`config.mk`:
```
export PLATFORM = sky130hd
export DESIGN_NAME = synchronous_fifo_thresh
export DESIGN_NICKNAME = d
export VERILOG_FILES = /design/src/rtl/synchronous_fifo_pkg.sv /design/src/rtl/fifo_mem_2p.sv /design/src/rtl/synchronous_fifo_thresh.sv
export SDC_FILE = /design/constraint.sdc
export NUM_CORES = 1
export LEC_CHECK = 0
export CORE_AREA = 2 2 126 159
export DETAILED_ROUTE_END_ITERATION = 16
export DIE_AREA = 0 0 128 161
export PLACE_DENSITY = 0.77
export SYNTH_ARGS = -nofsm -noshare
export SYNTH_HDL_FRONTEND = slang
export SYNTH_SLANG_ARGS = --single-unit
export TNS_END_PERCENT = 30
```
`constraint.sdc`:
```
create_clock -name clk -period 6.9 [get_ports clk]
set_input_delay 1.38 -clock clk [delete_from_list [all_inputs] [get_ports clk]]
set_output_delay 1.38 -clock clk [all_outputs]
set_load 0.03 [all_outputs]
```
`src/rtl/synchronous_fifo_pkg.sv`:
```
// synchronous_fifo_pkg: default geometry, thresholds and pointer/count types for synchronous_fifo_thresh
package synchronous_fifo_pkg;
  localparam int DEF_DATA_WIDTH = 8;
  localparam int DEF_ADDR_WIDTH = 5;
  localparam int DEF_AF_LEVEL = 2**DEF_ADDR_WIDTH - 4;
  localparam int DEF_AE_LEVEL = 4;
  typedef logic [DEF_ADDR_WIDTH:0] ptr_t;
  typedef logic [DEF_ADDR_WIDTH:0] count_t;
endpackage

```
`src/rtl/fifo_mem_2p.sv`:
```
// fifo_mem_2p: FIFO storage, one sync write port and one read port (registered, or combinational under FIFO_FWFT_EN)
module fifo_mem_2p import synchronous_fifo_pkg::*; #(
  parameter int DW = DEF_DATA_WIDTH,
  parameter int AW = DEF_ADDR_WIDTH
) (
  input  logic          clk,
  input  logic          rst,
  input  logic          we,
  input  logic [AW-1:0] waddr,
  input  logic [DW-1:0] wdata,
  input  logic          re,
  input  logic [AW-1:0] raddr,
  output logic [DW-1:0] rdata
);
  logic [DW-1:0] mem [2**AW];
  always_ff @(posedge clk) begin
    if (we) mem[waddr] <= wdata;
  end
`ifdef FIFO_FWFT_EN
  logic unused_rst;
  assign unused_rst = rst;
  assign rdata = re ? mem[raddr] : '0;
`else
  logic [DW-1:0] rdata_d, rdata_q;
  always_comb rdata_d = re ? mem[raddr] : rdata_q;
  always_ff @(posedge clk or negedge rst) begin
    if (!rst) rdata_q <= '0;
    else rdata_q <= rdata_d;
  end
  assign rdata = rdata_q;
`endif
endmodule

```
`src/rtl/synchronous_fifo_thresh.sv`:
```
// synchronous_fifo_thresh: single-clock FIFO with count, almost flags and sticky errors
// FIFO_FWFT_EN selects first-word-fall-through reads; default is registered reads.
module synchronous_fifo_thresh import synchronous_fifo_pkg::*; #(
  parameter int DATA_WIDTH = DEF_DATA_WIDTH,
  parameter int ADDR_WIDTH = DEF_ADDR_WIDTH,
  parameter int AF_LEVEL = 2**ADDR_WIDTH - 4,
  parameter int AE_LEVEL = DEF_AE_LEVEL
) (
  input  logic                  clk,
  input  logic                  rst,
  input  logic [DATA_WIDTH-1:0] data_in,
  input  logic                  wr_en,
  input  logic                  rd_en,
  input  logic                  clr_err,
  output logic [DATA_WIDTH-1:0] data_out,
  output logic                  rd_valid,
  output logic                  FIFO_full,
  output logic                  FIFO_empty,
  output logic                  almost_full,
  output logic                  almost_empty,
  output logic [ADDR_WIDTH:0]   count,
  output logic                  overflow,
  output logic                  underflow
);
  localparam logic [ADDR_WIDTH:0] DEPTH = (ADDR_WIDTH+1)'(2**ADDR_WIDTH);
  localparam logic [ADDR_WIDTH:0] AF = (ADDR_WIDTH+1)'(AF_LEVEL);
  localparam logic [ADDR_WIDTH:0] AE = (ADDR_WIDTH+1)'(AE_LEVEL);
  logic [ADDR_WIDTH:0] wr_ptr_q, wr_ptr_d, rd_ptr_q, rd_ptr_d, count_q, count_d;
  logic full_q, full_d, empty_q, empty_d, af_q, af_d, ae_q, ae_d;
  logic ovf_q, ovf_d, udf_q, udf_d, wr_acc, rd_acc, mem_re;
  always_comb begin
    rd_acc = rd_en & ~empty_q;
    wr_acc = wr_en & (~full_q | rd_acc);
    wr_ptr_d = wr_ptr_q + {{ADDR_WIDTH{1'b0}}, wr_acc};
    rd_ptr_d = rd_ptr_q + {{ADDR_WIDTH{1'b0}}, rd_acc};
    count_d = count_q + {{ADDR_WIDTH{1'b0}}, wr_acc} - {{ADDR_WIDTH{1'b0}}, rd_acc};
    full_d = count_d == DEPTH;
    empty_d = count_d == '0;
    af_d = count_d >= AF;
    ae_d = count_d <= AE;
    ovf_d = (wr_en & ~wr_acc) | (ovf_q & ~clr_err);
    udf_d = (rd_en & ~rd_acc) | (udf_q & ~clr_err);
  end
  always_ff @(posedge clk or negedge rst) begin
    if (!rst) begin
      wr_ptr_q <= '0;
      rd_ptr_q <= '0;
      count_q <= '0;
      full_q <= 1'b0;
      empty_q <= 1'b1;
      af_q <= 1'b0;
      ae_q <= 1'b1;
      ovf_q <= 1'b0;
      udf_q <= 1'b0;
    end else begin
      wr_ptr_q <= wr_ptr_d;
      rd_ptr_q <= rd_ptr_d;
      count_q <= count_d;
      full_q <= full_d;
      empty_q <= empty_d;
      af_q <= af_d;
      ae_q <= ae_d;
      ovf_q <= ovf_d;
      udf_q <= udf_d;
    end
  end
`ifdef FIFO_FWFT_EN
  assign mem_re = ~empty_q;
  assign rd_valid = ~empty_q;
`else
  logic rd_valid_q;
  assign mem_re = rd_acc;
  always_ff @(posedge clk or negedge rst) begin
    if (!rst) rd_valid_q <= 1'b0;
    else rd_valid_q <= rd_acc;
  end
  assign rd_valid = rd_valid_q;
`endif
  fifo_mem_2p #(.DW(DATA_WIDTH), .AW(ADDR_WIDTH)) u_mem (
    .clk(clk),
    .rst(rst),
    .we(wr_acc),
    .waddr(wr_ptr_q[ADDR_WIDTH-1:0]),
    .wdata(data_in),
    .re(mem_re),
    .raddr(rd_ptr_q[ADDR_WIDTH-1:0]),
    .rdata(data_out)
  );
  assign FIFO_full = full_q;
  assign FIFO_empty = empty_q;
  assign almost_full = af_q;
  assign almost_empty = ae_q;
  assign count = count_q;
  assign overflow = ovf_q;
  assign underflow = udf_q;
endmodule

```
-- After elaboration in Yosys (flattened, before gate mapping)
Memory sizes are Yosys's and may differ from the RTL's. A register that Yosys moved wholly into a read port is not among the register bits.
Index checks and enable logic that the tools add are counted.
- input port bits: 13
- RAM bits: 256
- memories kept: 1
- latch bits: 0
- output and inout port bits: 21
- word-level logic and storage cells: 36
- bits in registers: 25
- ROM bits: 0
- muxes and demuxes: 2
- $add $sub $neg: 4
- bitwise gates (word level): 14
- div/mod/pow operators: 0
- reduce and logical (&&, ||, !) cells: 2
- $mul: 0
- order comparisons: 2
- equal/unequal tests: 1
- shift operators: 0
- memory list (memory ; depth ; bits a word ; read ports ; clocked after Yosys merged registers in ; write ports ; line ; RTL):
    u_mem.mem ; 32 ; 8 ; 1 ; 1 ; 1 ; fifo_mem_2p.sv:15 ; logic [DW-1:0] mem [2**AW];
- operators by type and width (cell ; number):
    $add A6 B1 Y6 ; 3
    $and A1 B1 Y1 ; 6
    $eq A6 B6 Y1 const B ; 1
    $ge A6 B5 Y1 const B ; 1
    $le A6 B3 Y1 const B ; 1
    $logic_not A6 Y1 ; 1
    $sub A6 B1 Y6 ; 1
    $not A1 Y1 ; 5
    $or A1 B1 Y1 ; 3
    $mux W1 ; 2
    $logic_not A1 Y1 ; 1

-- Longest topological paths before layout
- word-level depth: 7
- gate-level depth with buffers: 12
- depth with buffers taken out: 12

-- By module
From an unflattened synthesis, not the netlist that was laid out.
- cell total of the unflattened synthesis: 677
- area total of the unflattened synthesis: 11458.5 um^2
- by module, submodules not included (module ; area an instance (um^2) ; sequential area each (um^2) ; cells an instance ; times used):
    fifo_mem_2p ; 10421.2 ; 7887.6 ; 591 ; 1
    synchronous_fifo_thresh ; 1037.2 ; 578.1 ; 86 ; 1

-- Worst setup path before layout
Ideal clock, no wire load.
- path kind: input-to-reg
- start: input port rd_en
- end: register full_q, in the netlist FIFO_full
- data arrival time: 3.415 ns
- stages: 12
- library setup time: 0.119 ns
- required time: 6.781 ns
- path buffers: 1
- path slack: 3.366 ns
- path through: nand2b_1 inv_2 clkbuf_1 ha_1 inv_1 ha_1 fa_1 a21o_1 a21oi_1 xnor2_1 nor3_1 and2_1
- cells in the longest elaborated chain, start to end: 6
- RTL lines (what ; line ; RTL):
    start: declaration ; synchronous_fifo_thresh.sv:13 ; input logic rd_en,
    $and A1 B1 Y1 * ; synchronous_fifo_thresh.sv:32 ; rd_acc = rd_en & ~empty_q;
    named net mem_re ; synchronous_fifo_thresh.sv:30 ; logic ovf_q, ovf_d, udf_q, udf_d, wr_acc, rd_acc, mem_re;
    $or A1 B1 Y1 ; synchronous_fifo_thresh.sv:33 ; wr_acc = wr_en & (~full_q | rd_acc);
    $and A1 B1 Y1 ; synchronous_fifo_thresh.sv:33 ;
    $add A6 B1 Y6 ; synchronous_fifo_thresh.sv:36 ; count_d = count_q + {{ADDR_WIDTH{1'b0}}, wr_acc} - {{ADDR_WIDTH{1'b0}}, rd_acc};
    $sub A6 B1 Y6 * ; synchronous_fifo_thresh.sv:36 ;
    named net count_d[4] ; synchronous_fifo_thresh.sv:28 ; logic [ADDR_WIDTH:0] wr_ptr_q, wr_ptr_d, rd_ptr_q, rd_ptr_d, count_q, count_d;
    $eq A6 B6 Y1 * ; synchronous_fifo_thresh.sv:37 ; full_d = count_d == DEPTH;
    named net full_d ; synchronous_fifo_thresh.sv:29 ; logic full_q, full_d, empty_q, empty_d, af_q, af_d, ae_q, ae_d;
    end signal: assignment ; synchronous_fifo_thresh.sv:59 ; full_q <= full_d;
    end: declaration ; synchronous_fifo_thresh.sv:29 ;
Mark *: on every way through the listed nets, which the timed path passes. The rest lies on a longest branch.

-- Worst setup path in the final report
- start: input port rd_en
- end: register full_q, in the netlist FIFO_full
- cells in the longest elaborated chain, start to end: 6
- RTL lines (what ; line):
    $and A1 B1 Y1 * ; synchronous_fifo_thresh.sv:32
    $or A1 B1 Y1 ; synchronous_fifo_thresh.sv:33
    $and A1 B1 Y1 ; synchronous_fifo_thresh.sv:33
    $add A6 B1 Y6 ; synchronous_fifo_thresh.sv:36
    $sub A6 B1 Y6 * ; synchronous_fifo_thresh.sv:36
    named net count_d[4] ; synchronous_fifo_thresh.sv:28
    $eq A6 B6 Y1 * ; synchronous_fifo_thresh.sv:37
    named net full_d ; synchronous_fifo_thresh.sv:29
Marked as above.

==> impl_metrics.env <==
export IMPL_outcome="finished, final reports clean"
export IMPL_pre_cts_ws_ns=2.607
export IMPL_die_h_um=161
export IMPL_p_comb_share_pct=30.4
export IMPL_switching_share_pct=32.36
export IMPL_slew_viol_final=0
export IMPL_yosysWarnings=0
export IMPL_fillCellCount=1265
export IMPL_die_width_um=128
export IMPL_grt_pass1_wl_mm=34.28
export IMPL_routed_wl_mm=22.75
export IMPL_async_flop_share_pct=10.80
export IMPL_rsz0062_at_grt="no"
export IMPL_antenna_found_initial=0
export IMPL_start_util_pct=59.01
export IMPL_hold_buffers=0
export IMPL_num_rows=57
export IMPL_fin_crit_sh_pct=54.75
export IMPL_viasPerCell=6.325
export IMPL_maxCapViolations=0
export IMPL_post_cts_setup_buffers=0
export IMPL_grt_max_degree=62
export IMPL_postSynthCellCount=601
export IMPL_yosys_top_cells_area="edfxtp_1 68%, mux4_2 8.0%, dfrtp_1 6.4%"
export IMPL_power_density_mw_per_mm2=419.8
export IMPL_ys_seq_elements=287
export IMPL_drtPass1Iterations=5
export IMPL_drive_gt1_share_pct=15.63
export IMPL_synth_top_flop_cell="edfxtp_1"
export IMPL_max_stage_delay_ns=0.48
export IMPL_finClkSkew_ns=0.009356
export IMPL_p_int_mw=3.589
export IMPL_clkPwrFrac_pct=26.5
export IMPL_cts_repair_resized=0
export IMPL_seq_area_frac_synth_pct=75.05
export IMPL_maxSlewHeadroom_pct=6.103
export IMPL_tightest_slew_ns=1.404
export IMPL_instances_no_fill=895
export IMPL_multi_input_comb_area_mm2=0.002605
export IMPL_postLayoutSetupSlackWorst_ns=3.122
export IMPL_dp_cells=848
export IMPL_syn_nets=625
export IMPL_p_sw_mw=1.717
export IMPL_cellLeakagePower_nw=4.245
export IMPL_grt_pass1_vias=5700
export IMPL_worst_setup_path_type="in -> reg"
export IMPL_clkSinkCount=287
export IMPL_finalSetupViolCount=0
export IMPL_critical_path_max_fanout=14
export IMPL_clock_tree_buffer_depth=3
export IMPL_drt_iter0_drc=586
export IMPL_grt_usage_pct=22.62
export IMPL_hold_violations=0
export IMPL_setup_tns_ns=0
export IMPL_coreArea_mm2=0.01911
export IMPL_gp_congestion=0.8969
export IMPL_root_buffer="clkbuf_16"
export IMPL_wl_per_cell_um=25.41
export IMPL_crit_top_cell="ha_1"
export IMPL_power_share_sequential_pct=43.1
export IMPL_clk_pin_slew_ns=0.06
export IMPL_layout_area_seq_mm2=0.008469
export IMPL_yosys_top_cells_count="256 x edfxtp_1, 56 x mux2i_1, 52 x nor2_1"
export IMPL_synth_edf_count=256
export IMPL_grt_ovfl_total=0
export IMPL_startpoint_type="primary input"
export IMPL_max_freq_ghz=0.2647
export IMPL_drc=0
export IMPL_nets=664
export IMPL_ctsHtreeMaxLevel=1
export IMPL_port_buffers=33
export IMPL_cts_tree="yes"
export IMPL_ir_worst_vdd_mv=0.2515
export IMPL_worstSkewPairLatency_ns=0.52
export IMPL_synth_distinct_cells=39
export IMPL_fin_util_pct=66.12
export IMPL_synth_area_mm2=0.01128
export IMPL_vias=5661
export IMPL_post_route_min_period_ns=3.778
export IMPL_end_kind="register"
export IMPL_crit_required_ns=7.31
export IMPL_antenna_violating_nets_post_route=0
export IMPL_slowest_stage="clkdlybuf4s50_1"
export IMPL_synth_most_common_cell="edfxtp_1"
export IMPL_synth_top_area_share_pct=68.15
export IMPL_crit_arrival_ns=4.19
export IMPL_synth_top_area_cell="edfxtp_1"
export IMPL_cts_buffers=26
export IMPL_avgSynthCellArea_um2=18.77
export IMPL_diodes=0
export IMPL_area_growth_pct=12.05
export IMPL_dieArea_mm2=0.02061
export IMPL_path_cells="clkdlybuf4s50_1, nand2b_1, inv_2, o21ai_1, ha_1, inv_1, ha_1, fa_1, a21o_1, a21oi_1, xnor2_1, nor3_1, and2_1"
export IMPL_hpwl_mm=14.14
export IMPL_worst_hold_path_type="reg -> reg"
export IMPL_io_pins=34
-- path summary, 6_finish.rpt --
kind,slack (ns),from,cells past startpoint,end
setup reg to reg,3.60,rd_ptr_q[0],5,u_mem.rdata[0]
hold / removal,0.55,underflow,2,underflow
max in group asynchronous,5.31,rst,2,FIFO_empty
setup / recovery,3.12,rd_en,13,FIFO_full
hold reg to reg,0.55,underflow,2,underflow
min in group asynchronous,1.26,rst,2,rd_ptr_q[0]
-- cell usage in the layout, fill, tap and decap left out, types with 9 or more instances in the layout --
cell / n
edfxtp_1: 256
mux2i_1: 56
nor2_1: 52
mux4_2: 40
clkdlybuf4s50_1: 33
dfrtp_1: 28
clkbuf_16: 27
o22ai_1: 24
inv_1: 11
nor3_1: 10
ha_1: 10
nand3_1: 9
-- critical path, delay by kind of cell --
family / cells / cell delay, ns
adder cells (fa/ha/maj): 3 / 0.94
AND/OR/NAND/NOR: 3 / 0.39
XOR/XNOR: 1 / 0.22
AO/OA/AOI/OAI: 3 / 0.52
buffers and inverters: 3 / 0.75
-- power by group through the flow --
stage | sequential, mW | clock [mW] | combinational (mW)
6_report | 2.29 | 1.41 | 1.61
2_1_floorplan | 2.29 | 0 | 1.15
3_3_place_gp | 2.31 | 0 | 1.56
4_1_cts | 2.29 | 1.43 | 1.61
3_5_place_dp | 2.32 | 0 | 1.60
5_1_grt | 2.31 | 1.49 | 1.71
-- through the flow --
stage	power (mW)	hold slack, ns	cell area [um^2]
detailed placement	3.920	0.5199	11790
CTS	5.322	0.5350	12640
finish	5.306	0.5496	12640
global route	5.513	0.5504	12640
global placement	3.873	0.5110	11790
floorplan	3.446	0.4584	11280
-- kinds of logic (layout without fill, tap and decap cells) --
kind of cell	count (synthesis)	count (layout)	synth area share [%]
adder cells (fa/ha/maj)	11	11	1.287
multiplexers	96	96	12.96
AO/OA/AOI/OAI	52	52	3.683
buffers and inverters	41	99	1.852
flip-flops	287	287	75.05
XOR/XNOR	10	10	0.7764
AND/OR/NAND/NOR	104	104	4.393
-- flip-flops by register name (all words and copies together) (netlist names) --
name          count
overflow          1
underflow         1
FIFO_empty        1
u_mem.mem       256
wr_ptr_q          5
rd_valid          1
almost_full       1
FIFO_full         1
rd_ptr_q          5
u_mem.rdata       8
almost_empty      1
count             6
-- per-layer routing --
metal	global-route usage [%]	routed length [um]
met3	2.882	1314
met1	30.18	8915
met4	8.342	821
met5	0	0
met2	38.70	11690
-- area by class of cell --
class,instances,area share [%]
clock buffers,32,5.653
repair buffers,39,2.970
clock inverters,15,1.030
flip-flops and latches,287,67.01
inverters,13,0.3861
well taps,236,2.336
multi-input cells,273,20.61
Note: power is estimated with default switching activity, not from simulation.
